## src/rtl/identify_sequencer_if.sv

```systemverilog
// Fetch, decoder and issue signals of the Identify front-end sequencer.
// Instruction words use Power ISA bit numbering: bit 0 is the MSB.
interface identify_sequencer_if #(
    parameter int CNT_W = 16
);
    logic             fetch_valid;
    logic [0:31]      fetch_instr;
    logic             fetch_ready;
    logic             flush;
    logic             id_en;
    logic [0:31]      id_instr;
    logic             issue_valid;
    logic             issue_ready;
    logic             issue_prefixed;
    logic [0:31]      issue_prefix;
    logic [0:31]      issue_suffix;
    logic             err_prefix;
    logic [CNT_W-1:0] issued_count;

    modport master (
        output fetch_valid, fetch_instr, flush, issue_ready,
        input  fetch_ready, id_en, id_instr, issue_valid, issue_prefixed,
               issue_prefix, issue_suffix, err_prefix, issued_count
    );

    modport slave (
        input  fetch_valid, fetch_instr, flush, issue_ready,
        output fetch_ready, id_en, id_instr, issue_valid, issue_prefixed,
               issue_prefix, issue_suffix, err_prefix, issued_count
    );
endinterface

```

## src/rtl/identify_sequencer.sv

```systemverilog
// Buffers fetch words, drives the Identify decoder and pairs prefixed
// (opcode 1) instructions with their suffix before presenting them to issue.
module identify_sequencer #(
    parameter int FIFO_DEPTH = 4,
    parameter int CNT_W      = 16
) (
    input logic                 i_clk,
    input logic                 i_rst,
    identify_sequencer_if.slave bus
);
    localparam int AW = (FIFO_DEPTH > 1) ? $clog2(FIFO_DEPTH) : 1;

    typedef enum logic [1:0] {
        S_EMPTY,
        S_PREFIX,
        S_FULL
    } state_t;

    state_t           state;
    logic [0:31]      mem [FIFO_DEPTH];
    logic [AW-1:0]    rd_ptr;
    logic [AW-1:0]    wr_ptr;
    logic [AW:0]      fill;
    logic             full;
    logic             empty;
    logic             push;
    logic             pop;
    logic [0:31]      head;
    logic             head_is_prefix;
    logic [0:31]      held_prefix;
    logic             prefixed_q;
    logic [0:31]      prefix_q;
    logic [0:31]      suffix_q;
    logic [CNT_W-1:0] count_q;

    assign full           = (fill == (AW+1)'(FIFO_DEPTH));
    assign empty          = (fill == '0);
    assign head           = mem[rd_ptr];
    assign head_is_prefix = (head[0:5] == 6'b000001);

    // Fullness comes from the registered fill level only, so a word is
    // refused while full even if the head is leaving in the same cycle.
    assign bus.fetch_ready = !full && !bus.flush;
    assign push            = bus.fetch_valid && bus.fetch_ready;
    assign pop             = !empty && !bus.flush &&
                             ((state != S_FULL) || bus.issue_ready);

    assign bus.id_en      = pop;
    assign bus.id_instr   = pop ? head : '0;
    assign bus.err_prefix = pop && (state == S_PREFIX) && head_is_prefix;

    assign bus.issue_valid    = (state == S_FULL);
    assign bus.issue_prefixed = prefixed_q;
    assign bus.issue_prefix   = prefix_q;
    assign bus.issue_suffix   = suffix_q;
    assign bus.issued_count   = count_q;

    always_ff @(posedge i_clk) begin
        if (push) begin
            mem[wr_ptr] <= bus.fetch_instr;
        end
    end

    always_ff @(posedge i_clk or posedge i_rst) begin
        if (i_rst) begin
            rd_ptr <= '0;
            wr_ptr <= '0;
            fill   <= '0;
        end else if (bus.flush) begin
            rd_ptr <= '0;
            wr_ptr <= '0;
            fill   <= '0;
        end else begin
            if (push) begin
                wr_ptr <= wr_ptr + 1'b1;
            end
            if (pop) begin
                rd_ptr <= rd_ptr + 1'b1;
            end
            if (push && !pop) begin
                fill <= fill + 1'b1;
            end else if (pop && !push) begin
                fill <= fill - 1'b1;
            end
        end
    end

    // Issue outputs keep their last values outside FULL; they only move on
    // a pop that completes an instruction, on flush, or on reset.
    always_ff @(posedge i_clk or posedge i_rst) begin
        if (i_rst) begin
            state       <= S_EMPTY;
            held_prefix <= '0;
            prefixed_q  <= 1'b0;
            prefix_q    <= '0;
            suffix_q    <= '0;
            count_q     <= '0;
        end else if (bus.flush) begin
            state       <= S_EMPTY;
            held_prefix <= '0;
            prefixed_q  <= 1'b0;
            prefix_q    <= '0;
            suffix_q    <= '0;
        end else begin
            if ((state == S_FULL) && bus.issue_ready) begin
                count_q <= count_q + 1'b1;
            end
            if (pop) begin
                if (head_is_prefix) begin
                    held_prefix <= head;
                    state       <= S_PREFIX;
                end else if (state == S_PREFIX) begin
                    prefixed_q  <= 1'b1;
                    prefix_q    <= held_prefix;
                    suffix_q    <= head;
                    held_prefix <= '0;
                    state       <= S_FULL;
                end else begin
                    prefixed_q <= 1'b0;
                    prefix_q   <= '0;
                    suffix_q   <= head;
                    state      <= S_FULL;
                end
            end else if ((state == S_FULL) && bus.issue_ready) begin
                state <= S_EMPTY;
            end
        end
    end
endmodule

```

## src/flat_wrapper.sv

```systemverilog
// flat-port wrapper written by rule: the top's interface ports become plain ports
module identify_sequencer_flat 
#(
    parameter int FIFO_DEPTH = 4,
    parameter int CNT_W      = 16
)
  (i_clk, i_rst, bus_fetch_valid, bus_fetch_instr, bus_flush, bus_issue_ready, bus_fetch_ready, bus_id_en, bus_id_instr, bus_issue_valid, bus_issue_prefixed, bus_issue_prefix, bus_issue_suffix, bus_err_prefix, bus_issued_count);
  identify_sequencer_if #(.CNT_W(CNT_W)) bus_i ();
  input logic i_clk;
  input logic i_rst;
  input wire logic [$bits(bus_i.fetch_valid)-1:0] bus_fetch_valid;
  input wire logic [$bits(bus_i.fetch_instr)-1:0] bus_fetch_instr;
  input wire logic [$bits(bus_i.flush)-1:0] bus_flush;
  input wire logic [$bits(bus_i.issue_ready)-1:0] bus_issue_ready;
  output wire logic [$bits(bus_i.fetch_ready)-1:0] bus_fetch_ready;
  output wire logic [$bits(bus_i.id_en)-1:0] bus_id_en;
  output wire logic [$bits(bus_i.id_instr)-1:0] bus_id_instr;
  output wire logic [$bits(bus_i.issue_valid)-1:0] bus_issue_valid;
  output wire logic [$bits(bus_i.issue_prefixed)-1:0] bus_issue_prefixed;
  output wire logic [$bits(bus_i.issue_prefix)-1:0] bus_issue_prefix;
  output wire logic [$bits(bus_i.issue_suffix)-1:0] bus_issue_suffix;
  output wire logic [$bits(bus_i.err_prefix)-1:0] bus_err_prefix;
  output wire logic [$bits(bus_i.issued_count)-1:0] bus_issued_count;
  assign bus_i.fetch_valid = bus_fetch_valid;
  assign bus_i.fetch_instr = bus_fetch_instr;
  assign bus_i.flush = bus_flush;
  assign bus_i.issue_ready = bus_issue_ready;
  assign bus_fetch_ready = bus_i.fetch_ready;
  assign bus_id_en = bus_i.id_en;
  assign bus_id_instr = bus_i.id_instr;
  assign bus_issue_valid = bus_i.issue_valid;
  assign bus_issue_prefixed = bus_i.issue_prefixed;
  assign bus_issue_prefix = bus_i.issue_prefix;
  assign bus_issue_suffix = bus_i.issue_suffix;
  assign bus_err_prefix = bus_i.err_prefix;
  assign bus_issued_count = bus_i.issued_count;
  identify_sequencer #(.FIFO_DEPTH(FIFO_DEPTH), .CNT_W(CNT_W)) u_core (.i_clk(i_clk), .i_rst(i_rst), .bus(bus_i));
endmodule
```

## config.mk

```make
export PLATFORM = sky130hd
export DESIGN_NAME = identify_sequencer_flat
export DESIGN_NICKNAME = d
export VERILOG_FILES = /design/src/rtl/identify_sequencer_if.sv /design/src/rtl/identify_sequencer.sv /design/src/flat_wrapper.sv
export SDC_FILE = /design/constraint.sdc
export NUM_CORES = 1
export LEC_CHECK = 0
export ABC_AREA = 1
export ABC_CLOCK_PERIOD_IN_PS = 4700
export CAP_MARGIN = 20
export CORE_MARGIN = 2
export CORE_UTILIZATION = 44
export DETAILED_ROUTE_END_ITERATION = 12
export GPL_TIMING_DRIVEN = 0
export PLACE_DENSITY = 0.69
export SLEW_MARGIN = 5
export SYNTH_ARGS = -nofsm -noshare
export SYNTH_HDL_FRONTEND = slang
export SYNTH_SLANG_ARGS = --single-unit
```

## constraint.sdc

```tcl
create_clock -name i_clk -period 4.7 [get_ports i_clk]
set_input_delay 0.705 -clock i_clk [delete_from_list [all_inputs] [get_ports i_clk]]
set_output_delay 0.705 -clock i_clk [all_outputs]
set_load 0.1 [all_outputs]
```

==> impl_metrics.csv <==
group,metric,value,unit
clocking,cts_buffers,26,
layout,final_area,13600,sq um
floorplanning,core_area,23500,sq um
layout,drive_gt1_share,9.05,%
drt,ant_nets,0,
place,dpl_worst_slack,0.155,ns
setup_path,crit_required,3.99,ns
hold_path,hold_depth,1,
clocking,cts_root_buf,"clkbuf_16",
logic_synthesis,ys_seq_area_share,65.5,%
floorplanning,die_w,159,microns
clocking,tritoncts,"built",
hold_path,hold_class,"flop to flop",
timing,skew,0.0224,ns
drt,routedWlPerCell,17.4,microns
hold_path,hp-start,"u_core.bus.issued_count[15]",
drt,vias_per_cell,5.10,
setup_path,critPathMaxStageDelay,1.16,ns
logic_synthesis,synth.avg_cell_area,10.2,sq um
timing,maxSlewViolCount,0,
setup_path,path_max_fanout,10,
setup_path,critPathCaptureType,"output pin",
timing,slew_headroom,27.1,%
hold_path,holdPathEnd,"u_core.bus.issued_count[15]",
floorplanning,row_count,56,
grt,track_usage,21.6,%
place,io_buffers,153,
logic_synthesis,synth_seq_cells,250,
timing,final-setup-viol-count,0,
floorplanning,start_util,44.8,%
logic_synthesis,syn_nets,1074,
pwr,powerDensity,629,nW/um^2
timing,period_share,97.1,%
setup_path,rr_endpoint,"u_core.mem[0][11]",
layout,diodes,0,
floorplanning,die_h,159,microns
grt,grt_pass1_wl,41500,microns
clocking,cts.path.max_buffers,3,
grt,grt_pass1_vias,7705,
pwr,total_power,8.53,mW
layout,area_delta_synth_final,28.9,%
grt,grt-ovfl-total,0,
timing,fin_crit,4.56,ns
grt,grt_max_degree,90,
setup_path,cp.arrival,3.86,ns
drt,wl,27100,microns
drt,dr.pass1.iters,5,
setup_path,start_kind,"primary input",
logic_synthesis,syn_area,10500,sq um
timing,tightest_slew,1.09,ns
clocking,clk_pin_slew_worst_paths,0.06,ns
clocking,postCtsSetupBuffers,0,
clocking,clock_sinks,250,
setup_path,cp_cell_sequence,"clkdlybuf4s50_1 > inv_2 > nand3_2 > inv_2 > nand3_1 > buf_2 > buf_4 > nor2_1 > clkdlybuf4s50_1",
layout,fin_nets,1260,
timing,fmax,219,MHz
setup_path,timing.rr.start,"u_core.fill[0]",
clocking,cts_resized,0,
layout,fillers,1966,
pwr,ir_drop,0.383,mV
clocking,ctsHoldBuffers,0,
timing,hold_viol,0,
run_status,status,"finished, final reports clean",
place,place_area,12600,sq um
place,hpwl,19700,microns
clocking,ctsHtreeMaxLevel,1,
setup_path,slowest_stage,"clkdlybuf4s50_1",
timing,timing.hold.ws,0.473,ns
logic_synthesis,ys_warn_count,0,
timing,rsz0062_at_grt,"false",
setup_path,ff2ff_setup_slack,2.42,ns
drt,vias,7938,
pwr,p_leak,5.88,nW
floorplanning,boundaryPins,154,
floorplanning,dieArea,25200,sq um
timing,tns,0,ns
clocking,clk_latency,0.54,ns
setup_path,r2r_cells,7,
logic_synthesis,ys_types,29,
grt,antenna_found_initial,0,
place,gp_congestion,0.877,
setup_path,path_class,"primary input to output pin",
timing,setup_ws,0.135,ns
logic_synthesis,netlist_instances,1031,
drt,drtIter0Drc,622,
flow_run,cap_violations,0,
drt,drc,0,
-- worst max-delay path: cells and delay by family --
| family | cells | cell delay, ns |
|---|---|---|
| buffers and inverters | 6 | 2.62 |
| and+or+nand+nor | 3 | 0.51 |
-- flip-flops by register name (all words and copies together) (netlist names) --
register,count
u_core.bus.issued_count,16
u_core.bus.issue_prefix,32
u_core.wr_ptr,2
u_core.mem,128
u_core.rd_ptr,2
u_core.fill,3
u_core.bus.issue_prefixed,1
u_core.held_prefix,32
u_core.state,2
u_core.bus.issue_suffix,32
-- cells in the mapped netlist --
| cell | n | area [sq um] |
|---|---|---|
| nand2_1 | 254 | 953 |
| nand3_1 | 164 | 821 |
| edfxtp_1 | 128 | 3840 |
| dfrtp_1 | 122 | 3050 |
| nor2_1 | 88 | 330 |
| inv_1 | 67 | 251 |
| o21ai_0 | 36 | 180 |
| nand4_1 | 31 | 194 |
| buf_2 | 30 | 150 |
| a21oi_1 | 26 | 130 |
| clkbuf_1 | 16 | 60.1 |
| nand3_2 | 9 | 90.1 |
| buf_6 | 8 | 90.1 |
| buf_1 | 7 | 26.3 |
| xor2_1 | 7 | 61.3 |
| xnor2_1 | 6 | 52.6 |
| ha_1 | 5 | 62.6 |
| o22ai_1 | 5 | 31.3 |
| and2_1 | 4 | 25.0 |
| inv_2 | 4 | 15.0 |
| nor3_1 | 4 | 20.0 |
| buf_4 | 2 | 15.0 |
| nor2_2 | 2 | 12.5 |
| a22o_1 | 1 | 8.76 |
| fa_1 | 1 | 20.0 |
| inv_4 | 1 | 6.26 |
| nand2_2 | 1 | 6.26 |
| nor2_4 | 1 | 11.3 |
| o21ai_1 | 1 | 5.00 |
-- cell usage in the layout (no fill, tap or decap), types with 2 or more instances in the layout --
cell and instances:
a21oi_1 26, and2_1 4, buf_1 7, buf_12 2
buf_16 3, buf_2 30, buf_4 2, buf_6 8
bufinv_16 6, clkbuf_1 20, clkbuf_16 27, clkbuf_8 2
clkdlybuf4s50_1 153, clkinv_2 2, clkinvlp_2 2, clkinvlp_4 3
dfrtp_1 122, edfxtp_1 128, ha_1 5, inv_1 66
inv_2 4, inv_6 2, nand2_1 254, nand3_1 164
nand3_2 9, nand4_1 31, nor2_1 84, nor2_2 2
nor2_4 5, nor3_1 4, o21ai_0 36, o22ai_1 5
xnor2_1 6, xor2_1 7
-- power by group --
part,switching (mW),total [mW],leakage (nW),internal (mW)
combinational,2.78,3.55,2.60,0.771
sequential,0.163,2.71,2.83,2.55
clock,0.852,2.27,0.454,1.41
total,3.80,8.53,5.88,4.73
-- cell families (layout without fill, tap and decap cells) --
family,after synthesis,count (layout),share of synthesized area [%]
AO/OA/AOI/OAI,69,69,3.38
XOR/XNOR,13,13,1.08
adder cells (fa/ha/maj),6,6,0.785
buffers and inverters,135,341,5.84
flip-flops,250,250,65.5
AND/OR/NAND/NOR,558,558,23.4
-- area by class of cell --
cell class	count	area (sq um)	share of cell area [%]
Sequential cell	250	6900	50.8
Inverter	72	278	2.05
Tap cell	319	399	2.94
Clock buffer	33	718	5.29
Clock inverter	15	240	1.77
Multi-Input combinational cell	646	3050	22.4
Timing Repair Buffer	158	1650	12.2
Buffer	63	342	2.52
-- routing by layer --
metal / GRT usage [%] / part of all wire [%] / vias to the layer above
met1: 28.3 / 42 / 3790
met5: 0 / 0 / -
met4: 7.34 / 3.0 / 0
met2: 36.7 / 49 / 266
li1: - / - / 3827
met3: 3.27 / 6.0 / 55
-- worst max-delay path by stage --
stage / start / endpoint / cells after the start
3_5_place_dp: bus_flush / bus_err_prefix / 9
6_report: bus_flush / bus_err_prefix / 9
3_3_place_gp: i_rst / u_core.bus.issue_suffix[18] / 2
4_1_cts: bus_flush / bus_err_prefix / 9
2_1_floorplan: i_rst / u_core.bus.issue_prefix[0] / 1
5_1_grt: bus_flush / bus_err_prefix / 9
-- metrics by stage --
step / utilization, % / cells
after global routing: 57.8 / 1556
final: 57.8 / 1556
after floorplan: - / 1031
after CTS: 57.8 / 1556
after detailed placement: 53.7 / 1508
after global placement: 53.1 / 1503
(Power assumes the default switching activity.)
